<file path="src/rtl/wb_arbiter_pkg.sv">
// Shared types and constants for the writeback arbiter: source-select encoding,
// the packed queue entry and the register-write qualification helper.
package wb_arbiter_pkg;

    localparam logic [1:0] WB_SRC_IP  = 2'b01;
    localparam logic [1:0] WB_SRC_LP  = 2'b10;
    localparam int         WB_ENTRY_W = 5 + 64 + 64 + 1;

    typedef struct packed {
        logic [4:0]  dst;
        logic [63:0] result;
        logic [63:0] pc;
        logic        wb_en;
    } wb_entry_t;

    // Writes to x0 are architecturally discarded, so they never reach the file.
    function automatic logic wb_writes_rf(input wb_entry_t entry);
        return entry.wb_en && (entry.dst != 5'd0);
    endfunction

endpackage

</file>
<file path="src/rtl/wb_arbiter_if.sv">
// Bus bundle for the writeback arbiter: two producer beats in, register-file
// write port and retire strobe out.
interface wb_arbiter_if;

    logic [4:0]  ip_wb_dst;
    logic [63:0] ip_wb_result;
    logic [63:0] ip_wb_pc;
    logic        ip_wb_wb_en;
    logic        ip_wb_valid;
    logic        ip_wb_ready;

    logic [4:0]  lp_wb_dst;
    logic [63:0] lp_wb_result;
    logic [63:0] lp_wb_pc;
    logic        lp_wb_wb_en;
    logic        lp_wb_valid;
    logic        lp_wb_ready;

    logic        wb_rf_wr_en;
    logic [4:0]  wb_rf_wr_addr;
    logic [63:0] wb_rf_wr_data;
    logic        wb_retire_valid;
    logic [63:0] wb_retire_pc;
    logic [63:0] wb_retire_cnt;

    modport master (
        output ip_wb_dst, ip_wb_result, ip_wb_pc, ip_wb_wb_en, ip_wb_valid,
        input  ip_wb_ready,
        output lp_wb_dst, lp_wb_result, lp_wb_pc, lp_wb_wb_en, lp_wb_valid,
        input  lp_wb_ready,
        input  wb_rf_wr_en, wb_rf_wr_addr, wb_rf_wr_data,
        input  wb_retire_valid, wb_retire_pc, wb_retire_cnt
    );

    modport slave (
        input  ip_wb_dst, ip_wb_result, ip_wb_pc, ip_wb_wb_en, ip_wb_valid,
        output ip_wb_ready,
        input  lp_wb_dst, lp_wb_result, lp_wb_pc, lp_wb_wb_en, lp_wb_valid,
        output lp_wb_ready,
        output wb_rf_wr_en, wb_rf_wr_addr, wb_rf_wr_data,
        output wb_retire_valid, wb_retire_pc, wb_retire_cnt
    );

endinterface

</file>
<file path="src/rtl/wb_arbiter_fifo.sv">
// wb_fifo: small synchronous FIFO, power-of-two depth, with registered occupancy
// so full/empty never depend combinationally on push/pop.
module wb_fifo #(
    parameter int WIDTH = 134,
    parameter int DEPTH = 2
) (
    input  logic             clk,
    input  logic             rst,
    input  logic             push,
    input  logic             pop,
    input  logic [WIDTH-1:0] din,
    output logic             full,
    output logic             empty,
    output logic [WIDTH-1:0] head
);

    localparam int PTR_W = $clog2(DEPTH);
    localparam int CNT_W = PTR_W + 1;

    logic [WIDTH-1:0] mem_r [DEPTH];
    logic [PTR_W-1:0] wr_ptr_r;
    logic [PTR_W-1:0] rd_ptr_r;
    logic [CNT_W-1:0] count_r;
    logic             push_ok_s;
    logic             pop_ok_s;

    assign full      = (count_r == CNT_W'(DEPTH));
    assign empty     = (count_r == {CNT_W{1'b0}});
    assign head      = mem_r[rd_ptr_r];
    assign push_ok_s = push && !full;
    assign pop_ok_s  = pop && !empty;

    // Entry storage; payload needs no reset since occupancy gates every read.
    always_ff @(posedge clk) begin
        if (push_ok_s) begin
            mem_r[wr_ptr_r] <= din;
        end
    end

    // Pointers wrap naturally because DEPTH is a power of two.
    always_ff @(posedge clk) begin
        if (rst) begin
            wr_ptr_r <= {PTR_W{1'b0}};
            rd_ptr_r <= {PTR_W{1'b0}};
            count_r  <= {CNT_W{1'b0}};
        end else begin
            if (push_ok_s) begin
                wr_ptr_r <= wr_ptr_r + PTR_W'(1);
            end
            if (pop_ok_s) begin
                rd_ptr_r <= rd_ptr_r + PTR_W'(1);
            end
            case ({push_ok_s, pop_ok_s})
                2'b10:   count_r <= count_r + CNT_W'(1);
                2'b01:   count_r <= count_r - CNT_W'(1);
                default: count_r <= count_r;
            endcase
        end
    end

endmodule

</file>
<file path="src/rtl/wb_arbiter.sv">
// Writeback arbiter: queues integer and load/store results, retires one per cycle
// round-robin. Define WB_ARBITER_RETIRE_CNT_EN to build the retired-instruction counter.
module wb_arbiter
    import wb_arbiter_pkg::*;
#(
    parameter int FIFO_DEPTH = 2
) (
    input  logic         clk,
    input  logic         rst,
    wb_arbiter_if.slave  bus
);

    wb_entry_t        ip_in_s;
    wb_entry_t        lp_in_s;
    wb_entry_t        ip_head_s;
    wb_entry_t        lp_head_s;
    wb_entry_t        sel_s;
    logic             ip_full_s;
    logic             ip_empty_s;
    logic             lp_full_s;
    logic             lp_empty_s;
    logic             ip_push_s;
    logic             lp_push_s;
    logic             ip_pop_s;
    logic             lp_pop_s;
    logic             pop_any_s;
    logic [1:0]       last_grant_r;

    logic             rf_wr_en_r;
    logic [4:0]       rf_wr_addr_r;
    logic [63:0]      rf_wr_data_r;
    logic             retire_valid_r;
    logic [63:0]      retire_pc_r;

    assign ip_in_s   = '{dst: bus.ip_wb_dst, result: bus.ip_wb_result,
                         pc: bus.ip_wb_pc, wb_en: bus.ip_wb_wb_en};
    assign lp_in_s   = '{dst: bus.lp_wb_dst, result: bus.lp_wb_result,
                         pc: bus.lp_wb_pc, wb_en: bus.lp_wb_wb_en};

    assign bus.ip_wb_ready = !ip_full_s;
    assign bus.lp_wb_ready = !lp_full_s;
    assign ip_push_s       = bus.ip_wb_valid && !ip_full_s;
    assign lp_push_s       = bus.lp_wb_valid && !lp_full_s;

    wb_fifo #(.WIDTH(WB_ENTRY_W), .DEPTH(FIFO_DEPTH)) u_ip_fifo (
        .clk   (clk),
        .rst   (rst),
        .push  (ip_push_s),
        .pop   (ip_pop_s),
        .din   (ip_in_s),
        .full  (ip_full_s),
        .empty (ip_empty_s),
        .head  (ip_head_s)
    );

    wb_fifo #(.WIDTH(WB_ENTRY_W), .DEPTH(FIFO_DEPTH)) u_lp_fifo (
        .clk   (clk),
        .rst   (rst),
        .push  (lp_push_s),
        .pop   (lp_pop_s),
        .din   (lp_in_s),
        .full  (lp_full_s),
        .empty (lp_empty_s),
        .head  (lp_head_s)
    );

    // Round-robin grant: ip wins a tie only when lp was granted last.
    always_comb begin
        ip_pop_s = 1'b0;
        lp_pop_s = 1'b0;
        if (!ip_empty_s && (lp_empty_s || (last_grant_r == WB_SRC_LP))) begin
            ip_pop_s = 1'b1;
        end else if (!lp_empty_s) begin
            lp_pop_s = 1'b1;
        end else begin
            ip_pop_s = 1'b0;
            lp_pop_s = 1'b0;
        end
    end

    assign pop_any_s = ip_pop_s || lp_pop_s;
    assign sel_s     = ip_pop_s ? ip_head_s : lp_head_s;

    // Last-grant pointer only moves when something is actually popped.
    always_ff @(posedge clk) begin
        if (rst) begin
            last_grant_r <= WB_SRC_LP;
        end else if (ip_pop_s) begin
            last_grant_r <= WB_SRC_IP;
        end else if (lp_pop_s) begin
            last_grant_r <= WB_SRC_LP;
        end
    end

    // Registered write/retire port; addr/data hold between retires.
    always_ff @(posedge clk) begin
        if (rst) begin
            rf_wr_en_r     <= 1'b0;
            rf_wr_addr_r   <= 5'd0;
            rf_wr_data_r   <= 64'd0;
            retire_valid_r <= 1'b0;
            retire_pc_r    <= 64'd0;
        end else if (pop_any_s) begin
            rf_wr_en_r     <= wb_writes_rf(sel_s);
            rf_wr_addr_r   <= sel_s.dst;
            rf_wr_data_r   <= sel_s.result;
            retire_valid_r <= 1'b1;
            retire_pc_r    <= sel_s.pc;
        end else begin
            rf_wr_en_r     <= 1'b0;
            retire_valid_r <= 1'b0;
        end
    end

    assign bus.wb_rf_wr_en     = rf_wr_en_r;
    assign bus.wb_rf_wr_addr   = rf_wr_addr_r;
    assign bus.wb_rf_wr_data   = rf_wr_data_r;
    assign bus.wb_retire_valid = retire_valid_r;
    assign bus.wb_retire_pc    = retire_pc_r;

`ifdef WB_ARBITER_RETIRE_CNT_EN
    logic [63:0] retire_cnt_r;

    // Counts retires, wrapping modulo 2^64.
    always_ff @(posedge clk) begin
        if (rst) begin
            retire_cnt_r <= 64'd0;
        end else if (pop_any_s) begin
            retire_cnt_r <= retire_cnt_r + 64'd1;
        end
    end

    assign bus.wb_retire_cnt = retire_cnt_r;
`else
    assign bus.wb_retire_cnt = 64'd0;
`endif

endmodule

</file>
<file path="src/flat_wrapper.sv">
// flat-port wrapper written by rule: the top's interface ports become plain ports
module wb_arbiter_flat import wb_arbiter_pkg::*;
#(
    parameter int FIFO_DEPTH = 2
)
  (clk, rst, bus_ip_wb_dst, bus_ip_wb_result, bus_ip_wb_pc, bus_ip_wb_wb_en, bus_ip_wb_valid, bus_ip_wb_ready, bus_lp_wb_dst, bus_lp_wb_result, bus_lp_wb_pc, bus_lp_wb_wb_en, bus_lp_wb_valid, bus_lp_wb_ready, bus_wb_rf_wr_en, bus_wb_rf_wr_addr, bus_wb_rf_wr_data, bus_wb_retire_valid, bus_wb_retire_pc, bus_wb_retire_cnt);
  wb_arbiter_if bus_i ();
  input  logic clk;
  input  logic rst;
  input wire logic [$bits(bus_i.ip_wb_dst)-1:0] bus_ip_wb_dst;
  input wire logic [$bits(bus_i.ip_wb_result)-1:0] bus_ip_wb_result;
  input wire logic [$bits(bus_i.ip_wb_pc)-1:0] bus_ip_wb_pc;
  input wire logic [$bits(bus_i.ip_wb_wb_en)-1:0] bus_ip_wb_wb_en;
  input wire logic [$bits(bus_i.ip_wb_valid)-1:0] bus_ip_wb_valid;
  output wire logic [$bits(bus_i.ip_wb_ready)-1:0] bus_ip_wb_ready;
  input wire logic [$bits(bus_i.lp_wb_dst)-1:0] bus_lp_wb_dst;
  input wire logic [$bits(bus_i.lp_wb_result)-1:0] bus_lp_wb_result;
  input wire logic [$bits(bus_i.lp_wb_pc)-1:0] bus_lp_wb_pc;
  input wire logic [$bits(bus_i.lp_wb_wb_en)-1:0] bus_lp_wb_wb_en;
  input wire logic [$bits(bus_i.lp_wb_valid)-1:0] bus_lp_wb_valid;
  output wire logic [$bits(bus_i.lp_wb_ready)-1:0] bus_lp_wb_ready;
  output wire logic [$bits(bus_i.wb_rf_wr_en)-1:0] bus_wb_rf_wr_en;
  output wire logic [$bits(bus_i.wb_rf_wr_addr)-1:0] bus_wb_rf_wr_addr;
  output wire logic [$bits(bus_i.wb_rf_wr_data)-1:0] bus_wb_rf_wr_data;
  output wire logic [$bits(bus_i.wb_retire_valid)-1:0] bus_wb_retire_valid;
  output wire logic [$bits(bus_i.wb_retire_pc)-1:0] bus_wb_retire_pc;
  output wire logic [$bits(bus_i.wb_retire_cnt)-1:0] bus_wb_retire_cnt;
  assign bus_i.ip_wb_dst = bus_ip_wb_dst;
  assign bus_i.ip_wb_result = bus_ip_wb_result;
  assign bus_i.ip_wb_pc = bus_ip_wb_pc;
  assign bus_i.ip_wb_wb_en = bus_ip_wb_wb_en;
  assign bus_i.ip_wb_valid = bus_ip_wb_valid;
  assign bus_ip_wb_ready = bus_i.ip_wb_ready;
  assign bus_i.lp_wb_dst = bus_lp_wb_dst;
  assign bus_i.lp_wb_result = bus_lp_wb_result;
  assign bus_i.lp_wb_pc = bus_lp_wb_pc;
  assign bus_i.lp_wb_wb_en = bus_lp_wb_wb_en;
  assign bus_i.lp_wb_valid = bus_lp_wb_valid;
  assign bus_lp_wb_ready = bus_i.lp_wb_ready;
  assign bus_wb_rf_wr_en = bus_i.wb_rf_wr_en;
  assign bus_wb_rf_wr_addr = bus_i.wb_rf_wr_addr;
  assign bus_wb_rf_wr_data = bus_i.wb_rf_wr_data;
  assign bus_wb_retire_valid = bus_i.wb_retire_valid;
  assign bus_wb_retire_pc = bus_i.wb_retire_pc;
  assign bus_wb_retire_cnt = bus_i.wb_retire_cnt;
  wb_arbiter #(.FIFO_DEPTH(FIFO_DEPTH)) u_core (.clk(clk), .rst(rst), .bus(bus_i));
endmodule
</file>
<file path="config.mk">
export PLATFORM = sky130hd
export DESIGN_NAME = wb_arbiter_flat
export DESIGN_NICKNAME = d
export VERILOG_FILES = /design/src/rtl/wb_arbiter_pkg.sv /design/src/rtl/wb_arbiter_if.sv /design/src/rtl/wb_arbiter_fifo.sv /design/src/rtl/wb_arbiter.sv /design/src/flat_wrapper.sv
export SDC_FILE = /design/constraint.sdc
export NUM_CORES = 1
export LEC_CHECK = 0
export ABC_AREA = 1
export CELL_PAD_IN_SITES_DETAIL_PLACEMENT = 1
export CELL_PAD_IN_SITES_GLOBAL_PLACEMENT = 2
export CORE_ASPECT_RATIO = 1.5
export CORE_MARGIN = 10
export CORE_UTILIZATION = 35
export DETAILED_ROUTE_END_ITERATION = 10
export PLACE_DENSITY = 0.81
export SYNTH_ARGS = -nofsm -noshare
export SYNTH_HDL_FRONTEND = slang
export SYNTH_SLANG_ARGS = --single-unit
</file>
<file path="constraint.sdc">
create_clock -name clk -period 10.32 [get_ports clk]
set_input_delay 2.064 -clock clk [delete_from_list [all_inputs] [get_ports clk]]
set_output_delay 2.064 -clock clk [all_outputs]
set_load 0.005 [all_outputs]
</file>
# After elaboration in Yosys (flattened, before gate mapping)
# Memories as Yosys holds them, arrays and structs flattened. A register that Yosys moved wholly into a read port is not among the register bits.
# Cells that the tools add are included.
[word_totals]
elab_cells = 68
n_memories = 2
ramBits = 536
register_bits = 145
in_bits = 272
[memory_table]
columns = ["name", "depth", "width", "rd", "rd_clocked_by_memory_dff", "wr", "line_no", "rtl"]
rows = [
  ["u_core.u_ip_fifo.mem_r", 2, 134, 1, 1, 1, "wb_arbiter_fifo.sv:20", "logic [WIDTH-1:0] mem_r [DEPTH];"],
  ["u_core.u_lp_fifo.mem_r", 2, 134, 1, 1, 1, "wb_arbiter_fifo.sv:20", ""],
]
[op_classes]
n_eq_ne = 7
addsub = 8
n_reduce_logical = 21
n_mux = 17
bitwise_logic = 1
[ops]
columns = ["op", "count"]
rows = [
  ["two-way mux 134 bit", 1],
  ["two-way mux 1 bit", 12],
  ["== test 2 bit (second input constant)", 5],
  ["logical AND 1 bit", 8],
  ["one-hot mux 2 bit (2 select lines)", 2],
  ["nonzero test 2 bit", 3],
  ["nonzero test 5 bit", 1],
  ["adder 1 bit (second input constant)", 4],
  ["adder 2 x 1 -> 2 bit (second input constant)", 2],
  ["== test 2 x 1 -> 1 bit (second input constant)", 2],
  ["logical NOT 1 bit", 4],
  ["logical NOT 2 bit", 2],
  ["two-way mux 2 bit", 2],
  ["subtractor 2 x 1 -> 2 bit (second input constant)", 2],
  ["logical OR 1 bit", 2],
  ["OR reduction 2 bit", 1],
  ["NOT 1 bit", 1],
]

# Longest topological paths before layout
# Gate-level depths: netlist of the first run.
[depth]
ltp_word = 7
ltp_mapped = 12

# Cells and area by module
# From an unflattened synthesis of the first run, not the netlist that was laid out.
[unflattened]
hier_cells = 1745
area_unflattened_um2 = 26294.0
[modules_own_cells]
columns = ["mod", "seq_area_each_um2", "area_each_um2", "cells_each", "instances"]
rows = [
  ["wb_fifo", 8147.8, 10152.2, 457, 2],
  ["wb_arbiter", 2742.6, 5989.5, 831, 1],
]

# Worst setup path before layout of the first run
# OpenSTA, ideal clock, no wires.
[synth_path]
path_type = "input to register"
start = "input bus_ip_wb_valid"
end = "memory u_core.u_ip_fifo.mem_r[1][0] (enable)"
setup_slack_ps = 1944
stages = 2
arrival_time_ps = 7745
path_buffers = 0
required_ps = 9690
setup_time_ps = 630
cell_sequence = "nand2_1 > nor2_1"
[synth_via]
elab_chain_cells = 4
[synth_rtl]
columns = ["item", "line_no", "rtl"]
rows = [
  ["start: declaration", "flat_wrapper.sv:14", "input wire logic [$bits(bus_i.ip_wb_valid)-1:0] bus_ip_wb_valid;"],
  ["logical AND 1 bit", "wb_arbiter.sv:42", "assign ip_push_s = bus.ip_wb_valid && !ip_full_s;"],
  ["logical AND 1 bit", "wb_arbiter_fifo.sv:30", "assign push_ok_s = push && !full;"],
  ["two-way mux 1 bit", "wb_arbiter_fifo.sv:35", "if (push_ok_s) begin"],
  ["two-way mux 1 bit (not written as such)", "wb_arbiter_fifo.sv:36", "mem_r[wr_ptr_r] <= din;"],
  ["end: declaration", "wb_arbiter_fifo.sv:20", ""],
]
# No other way between the ends.

# Worst setup path in the final report of the first run
[layout_path]
start = "input bus_lp_wb_valid"
end = "memory u_core.u_lp_fifo.mem_r[1][78] (enable)"
[layout_via]
elab_chain_cells = 4
[layout_rtl]
columns = ["item", "line_no", "rtl"]
rows = [
  ["start: declaration", "flat_wrapper.sv:20", "input wire logic [$bits(bus_i.lp_wb_valid)-1:0] bus_lp_wb_valid;"],
  ["logical AND 1 bit", "wb_arbiter.sv:43", "assign lp_push_s = bus.lp_wb_valid && !lp_full_s;"],
  ["logical AND 1 bit", "wb_arbiter_fifo.sv:30", ""],
  ["two-way mux 1 bit", "wb_arbiter_fifo.sv:35", ""],
  ["two-way mux 1 bit (not written as such)", "wb_arbiter_fifo.sv:36", ""],
  ["end: declaration", "wb_arbiter_fifo.sv:20", ""],
]
# No other way between the ends.

==> results of run 1 <==
==> cell type report <==
class                      instances  area, um2  share of cell area
timing repair buffer             429       4240               0.127
inverter                         153        579              0.0174
clock buffer                      87       1870              0.0560
tap                              992       1240              0.0372
antenna                            9       22.5            0.000675
multi-input combinational       1192       5760               0.173
clock inverter                    38        602              0.0180
sequential                       683      19000               0.571
==> cell usage after synthesis (12+ instances only) <==
cell type  number
edfxtp_1      536
nor2_1        367
nand2_1       302
dfxtp_1       147
inv_1         144
a21oi_1       123
nor3_1        113
mux2i_1       112
buf_4          69
buf_2          56
clkbuf_1       40
o21ai_0        31
nand3_1        24
o211ai_1       16
o21ai_1        15
or2_2          12
==> stage by stage <==
stage	cells	hold WS, ns	util	setup WS, ns
global placement	3449	0.429	0.418	5.40
finish	3583	0.457	0.451	5.97
global route	3581	0.477	0.451	5.85
floorplan	2195	0.429	-	1.94
CTS	3574	0.459	0.451	5.92
detailed placement	3449	0.445	0.418	5.27
==> worst reg2reg max path: stages (launching register included) <==
cell     delay [ns]
dfxtp_1        0.36
nor2_2         0.27
nand3_4        0.48
nand2_4        0.70
buf_4          0.97
nor2_1         0.23
nor3_1         0.21
nor2_1         0.06
==> flip-flops by register name (all words and copies together) (netlist names), named ones only <==
signal / flops
u_core.bus.wb_retire_pc: 64
u_core.bus.wb_retire_valid: 1
u_core.bus.wb_rf_wr_addr: 5
u_core.bus.wb_rf_wr_data: 64
u_core.bus.wb_rf_wr_en: 1
u_core.last_grant_r: 2
u_core.u_ip_fifo.count_r: 2
u_core.u_ip_fifo.mem_r: 268
u_core.u_ip_fifo.rd_ptr_r: 1
u_core.u_ip_fifo.wr_ptr_r: 1
u_core.u_lp_fifo.count_r: 2
u_core.u_lp_fifo.mem_r: 268
u_core.u_lp_fifo.rd_ptr_r: 1
u_core.u_lp_fifo.wr_ptr_r: 1
==> metal layers <==
metal	GRT usage	vias up	part of all wire
met4	0.0713	10	0.029
met3	0.0413	116	0.059
met1	0.198	8601	0.39
met2	0.325	495	0.52
li1	-	7911	-
met5	0	-	0.00081
==> cells in the final DEF, fill, tap and decap left out, drive strengths merged <==
cell type and n:
o21ai 46, diode 9, a21oi 123, clkinvlp 1, xor2 1, mux2i 112, nand3 25, edfxtp 536
clkdlybuf4s50 407, clkbuf 87, ha 2, dfxtp 147, inv 156, bufinv 15, clkinv 19, conb 64
o211ai 16, nor2 368, nand2 305, or2 17, buf 22, nor3 113
==> power by group through the flow <==
| stage | clock network, mW | logic [mW] | registers (mW) |
|---|---|---|---|
| after floorplan | 0 | 1.81 | 3.78 |
| after global placement | 0 | 2.87 | 3.82 |
| after detailed placement | 0 | 2.97 | 3.85 |
| after CTS | 2.80 | 2.99 | 3.80 |
| after global routing | 2.90 | 3.26 | 3.83 |
| final | 2.73 | 2.90 | 3.78 |
==> path summary, 6_finish.rpt <==
path                                    start                       endpoint  depth (start not counted)
setup / recovery              bus_lp_wb_valid  u_core.u_lp_fifo.mem_r[1][78]                          4
hold / removal    u_core.bus.wb_retire_pc[50]    u_core.bus.wb_retire_pc[50]                          2
setup reg to reg  u_core.u_ip_fifo.count_r[0]   u_core.bus.wb_rf_wr_data[13]                          7
hold reg to reg   u_core.bus.wb_retire_pc[50]    u_core.bus.wb_retire_pc[50]                          2
==> cell families after synthesis <==
| family | after synthesis |
|---|---|
| DFF | 683 |
| other | 1 |
| adders and majority gates | 2 |
| muxes | 112 |
| and+or+nand+nor | 828 |
| AOI/OAI and AO/OA | 185 |
| buffers and inverters | 320 |
| xor gates and xnor gates | 1 |
==> metrics, run 1 <==
headroom to the max-slew limit=0.223; stage delay of the slowest cell on the critical path=0.91 ns; count of buffers from port buffering=408; half-perimeter wire length after detailed placement=51.7 mm; maximum number of pins on one net before global-route repair=89; clock root cell=clkbuf_16; total negative slack for setup checks=0 ns; type of the worst setup path=input pin to register; area of the die=86,000 um2; synth warn=0; number of filler instances in the final layout=7,814; post-route ant nets=0; Post-Synth Adder-Cell Area=0.000961; worst path arrival time=4.57 ns; worst min-delay path category=register to register; top cells by area, synth=edfxtp_1 62%, dfxtp_1 11%, nor2_1 5.3%; width of the die=243 um; Max H-tree Level=3; hold violation count in the final report=0; power density over the cells=282 nW/um2; vertical die dimension=354 um; share of the clock period used by the worst path after layout=0.421; number of CTS-inserted buffers=68; slack of the worst reg-to-reg path=6.90 ns; maximum net fanout on the critical path=55; aggregate routed wire length=79.1 mm; GR Overflow Total=0; pins over their slew limit=0; post-synthesis to final-layout area growth=28.0%; Async SR Flop Fraction=0; dominant cell type by area after synthesis=edfxtp_1; number of standard-cell rows in the floorplan=122; first-pass GRT wire length=117 mm; Clock Sinks=683; Peak supply drop=280 uV; switching component of the power=3.19 mW; total of cells resized after clock tree synthesis=0; number of antenna violations at the first check in global routing=13; worst skew pair latency=0.61 ns; standard cell area after detailed placement=30,900 um2; run status=completed; fraction of the mapped netlist area in simple logic gates=0.128; number of endpoints failing setup at the final stage=0; Power, Total=9.41 mW; total via count after detailed routing=17,100; Setup crit start kind=input pin; cells along the critical path=clkdlybuf4s50_1 -> nand2_1 -> nor2_4 -> buf_4; nets=2,801; worst-case clock skew=0.0249 ns; highest clock frequency the design can meet=230 MHz; portion of the post-synthesis area used by sequential elements=0.731; Finished Cell Area=33,400 um2; via count of the first global-routing pass=18,600; number of hold buffers added after cts=0; family with the most delay on the worst path=buffers and inverters; fraction of layout instances using a drive strength above 1=0.0612; Synth Area per Inst=12.2 um2; post-synthesis share of cell area spent on xor and xnor gates=0.000336; post-DR wirelength/cell=22.1 um; final weighted congestion of routability-driven global placement=0.768; mean number of vias per cell=4.78; buffers from clock root to sink, at most=3; setup repair after global routing missed its margin=no; final period demand of the worst path=4.35 ns; relative contribution of the clock network to total power=0.290; number of synthesized flops with an enable pin=536; flip-flop and latch count after synthesis=683; post-synthesis cell type count=26; residual DRC count=0; Worst-path clk slew=0.06 ns; Core Box Area=73,900 um2; post-synthesis instance area=26,100 um2; Sw Ratio=0.339; Detailed Route Iter0 Violations=906; length of the first detailed-routing pass in iterations=4; Tightest Pin Transition=1.16 ns; TritonCTS clock tree=done; combinational family with the most area after synthesis=simple AND/OR/NAND/NOR gates; Sequential Power Share=0.402; most frequently used flop master after synthesis=edfxtp_1; proportion of netlist area held by the largest area contributor=0.618; highest-delay cell along the critical path=nor2_4; max-capacitance violation count=0; top-level port count=473; Worst Path Buf+Inv=2; Pleak=12.1 nW; area fraction in compound gates after synthesis=0.0371; Required @ worst endpoint=10.55 ns; initial core utilization=0.353; total setup buffers inserted after CTS=0; Internal=6.23 mW; GRT Overall Usage=0.179; share of cell area taken by muxes after synthesis=0.0430; capturing element type of the critical path=register; part of the power in combinational logic=0.308; number of cells produced by synthesis=2,132
Power figures use the tool's default switching activity.
==> run 2: changes to the inputs <==
--- a/config.mk
+++ b/config.mk
@@ -10,9 +10,9 @@
 export CELL_PAD_IN_SITES_GLOBAL_PLACEMENT = 2
 export CORE_ASPECT_RATIO = 1.5
 export CORE_MARGIN = 10
-export CORE_UTILIZATION = 35
+export CORE_UTILIZATION = 31
 export DETAILED_ROUTE_END_ITERATION = 10
-export PLACE_DENSITY = 0.81
+export PLACE_DENSITY = 0.76
 export SYNTH_ARGS = -nofsm -noshare
 export SYNTH_HDL_FRONTEND = slang
 export SYNTH_SLANG_ARGS = --single-unit
==> constraint.sdc (replaced) <==
create_clock -name clk -period 3.8 [get_ports clk]
set_input_delay 0.76 -clock clk [delete_from_list [all_inputs] [get_ports clk]]
set_output_delay 0.76 -clock clk [all_outputs]
set_load 0.005 [all_outputs]
==> run 2 against run 1 <==
Compared with the run above:
- count of clock-buffer cells in the layout up 9
- worst setup slack lost 4.9 ns
- worst hold slack gained 0.0032 ns
- via count decreased by 0.34%
- first-iteration DRC count grew 2.8%
- combinational power increased to 2.8 times the previous value
- clock skew rose by 0.0048 ns
- sequential share of layout area decreased by 0.16 points
- cell area grew 0.29%
- largest cell class unchanged
- largest power group unchanged
==> metrics, run 2 (same netlist as run 1, synthesis figures left out) <==
run status=completed; Peak supply drop=619 uV; length of the first detailed-routing pass in iterations=4; number of antenna violations at the first check in global routing=16; share of the clock period used by the worst path after layout=0.716; M1 WL=31.7 mm; power density over the cells=753 nW/um2; first-pass GRT wire length=121 mm; max-capacitance violation count=0; worst-case clock skew=0.0297 ns; residual DRC count=0; Setup crit start kind=register; Worst-path clk slew=0.06 ns; final period demand of the worst path=2.72 ns; GR Overflow Total=0; Clock Sinks=683; fraction of layout instances using a drive strength above 1=0.0610; post-route ant nets=0; half-perimeter wire length after detailed placement=54.7 mm; width of the die=257 um; number of hold buffers added after cts=0; number of filler instances in the final layout=9,012; Met2 Wirelength=44.0 mm; top-level port count=473; final weighted congestion of routability-driven global placement=0.764; TritonCTS clock tree=done; standard cell area after detailed placement=31,200 um2; GRT Overall Usage=0.167; Pleak=12.0 nW; clock root cell=clkbuf_16; most common cell after layout, fill and taps aside=edfxtp_1; Finished Cell Area=33,400 um2; cells along the critical path=nor2_2 -> inv_2 -> nand2_8 -> nand2_8 -> inv_2 -> ha_1 -> a21oi_1 -> o21ai_0 -> o21ai_1 -> a21oi_1; Internal=16.4 mW; stage delay of the slowest cell on the critical path=0.50 ns; top routing layer in use=met5; Required @ worst endpoint=4.30 ns; Sw Ratio=0.350; hold violation count in the final report=0; worst path arrival time=3.22 ns; part of the power in combinational logic=0.325; nets=2,808; maximum number of pins on one net before global-route repair=88; highest clock frequency the design can meet=368 MHz; pins over their slew limit=0; area of the die=96,300 um2; total of cells resized after clock tree synthesis=0; vertical die dimension=375 um; total length of routed met3 wires=4.70 mm; post-synthesis to final-layout area growth=28.4%; count of cells along the worst register-to-register path=10; final instance count without filler cells=3,723; switching component of the power=8.82 mW; capturing element type of the critical path=register; largest registers=u_core.u_ip_fifo.mem_r (268), u_core.u_lp_fifo.mem_r (268); Sequential Power Share=0.404; highest-delay cell along the critical path=nand2_8; total via count after detailed routing=17,100; type of the worst setup path=register to register; number of CTS-inserted buffers=70; buffers from clock root to sink, at most=3; count of buffers from port buffering=408; via count of the first global-routing pass=19,200; Core Box Area=83,600 um2; Tightest Pin Transition=0.981 ns; post-DR wirelength/cell=22.2 um; Detailed Route Iter0 Violations=931; worst skew pair latency=0.63 ns; total setup buffers inserted after CTS=0; setup repair after global routing missed its margin=no; dpl cells=3,584; number of stages on the worst hold path=2; headroom to the max-slew limit=0.346; relative contribution of the clock network to total power=0.271; initial core utilization=0.312; Max H-tree Level=3; maximum net fanout on the critical path=82; highest-count cells in the layout ignoring fill and taps=536 x edfxtp_1, 407 x clkdlybuf4s50_1, 363 x nor2_1, 302 x nand2_1, 145 x dfxtp_1; worst min-delay path category=register to register; number of standard-cell rows in the floorplan=130; mean number of vias per cell=4.59; aggregate routed wire length=82.5 mm; number of endpoints failing setup at the final stage=0
-- run 2: cell count changes in the layout (fill, tap and decap cells not counted), sizes merged --
cell,delta
bufinv,-10
inv,-1
clkinv,+5
clkbuf,+9
buf,+5
diode,+1
clkinvlp,+1
-- run 2: final cells by class --
type	count	area, um2	share of cell area
multi-input cells	1192	5760	0.172
clock buffers	96	1910	0.0571
inverters	153	579	0.0173
flip-flops and latches	683	19000	0.569
clock inverters	33	355	0.0106
diodes	10	25.0	0.000748
repair buffers	434	4360	0.130
well taps	1122	1400	0.0420
-- run 2: power groups by stage --
stage / combinational (mW) / clock, mW / sequential [mW]
after floorplan: 4.92 / 0 / 10.2
after global placement: 8.13 / 0 / 10.3
after detailed placement: 8.39 / 0 / 10.3
after CTS: 8.44 / 7.03 / 10.2
after global routing: 9.15 / 7.36 / 10.3
final: 8.17 / 6.83 / 10.2
-- run 2: final timing paths --
kind,startpoint,to,slack (ns)
worst max-delay path,u_core.u_ip_fifo.count_r[0],u_core.u_lp_fifo.count_r[1],1.08
worst min register to register,u_core.bus.wb_retire_pc[47],u_core.bus.wb_retire_pc[47],0.46
worst max register to register,u_core.u_ip_fifo.count_r[0],u_core.u_lp_fifo.count_r[1],1.08
worst min-delay path,u_core.bus.wb_retire_pc[47],u_core.bus.wb_retire_pc[47],0.46
-- run 2: metal layers --
layer,track usage,up-vias
li1,-,7930
met1,0.179,8552
met2,0.312,472
met3,0.0395,113
met4,0.0621,8
met5,0,-
-- run 2: metrics by stage --
stage / hold slack (ns) / power, mW / setup TNS [ns] / worst slack [ns] / util
after CTS: 0.464 / 25.7 / 0 / 0.968 / 0.400
final: 0.460 / 25.2 / 0 / 1.08 / 0.400
after detailed placement: 0.451 / 18.7 / 0 / 0.977 / 0.373
after global routing: 0.485 / 26.8 / 0 / 0.754 / 0.400
after floorplan: 0.429 / 15.1 / -537.98 / -1.01 / -
after global placement: 0.441 / 18.4 / 0 / 1.05 / 0.373
-- run 2: worst max-delay path, delay by kind of cell (launching register included) --
kind / cells / cell delay (ns)
AND/OR/NAND/NOR: 3 / 1.16
AO/OA/AOI/OAI: 4 / 0.47
flip-flops: 1 / 0.36
buffers and inverters: 2 / 0.32
adder cells (fa/ha/maj): 1 / 0.29
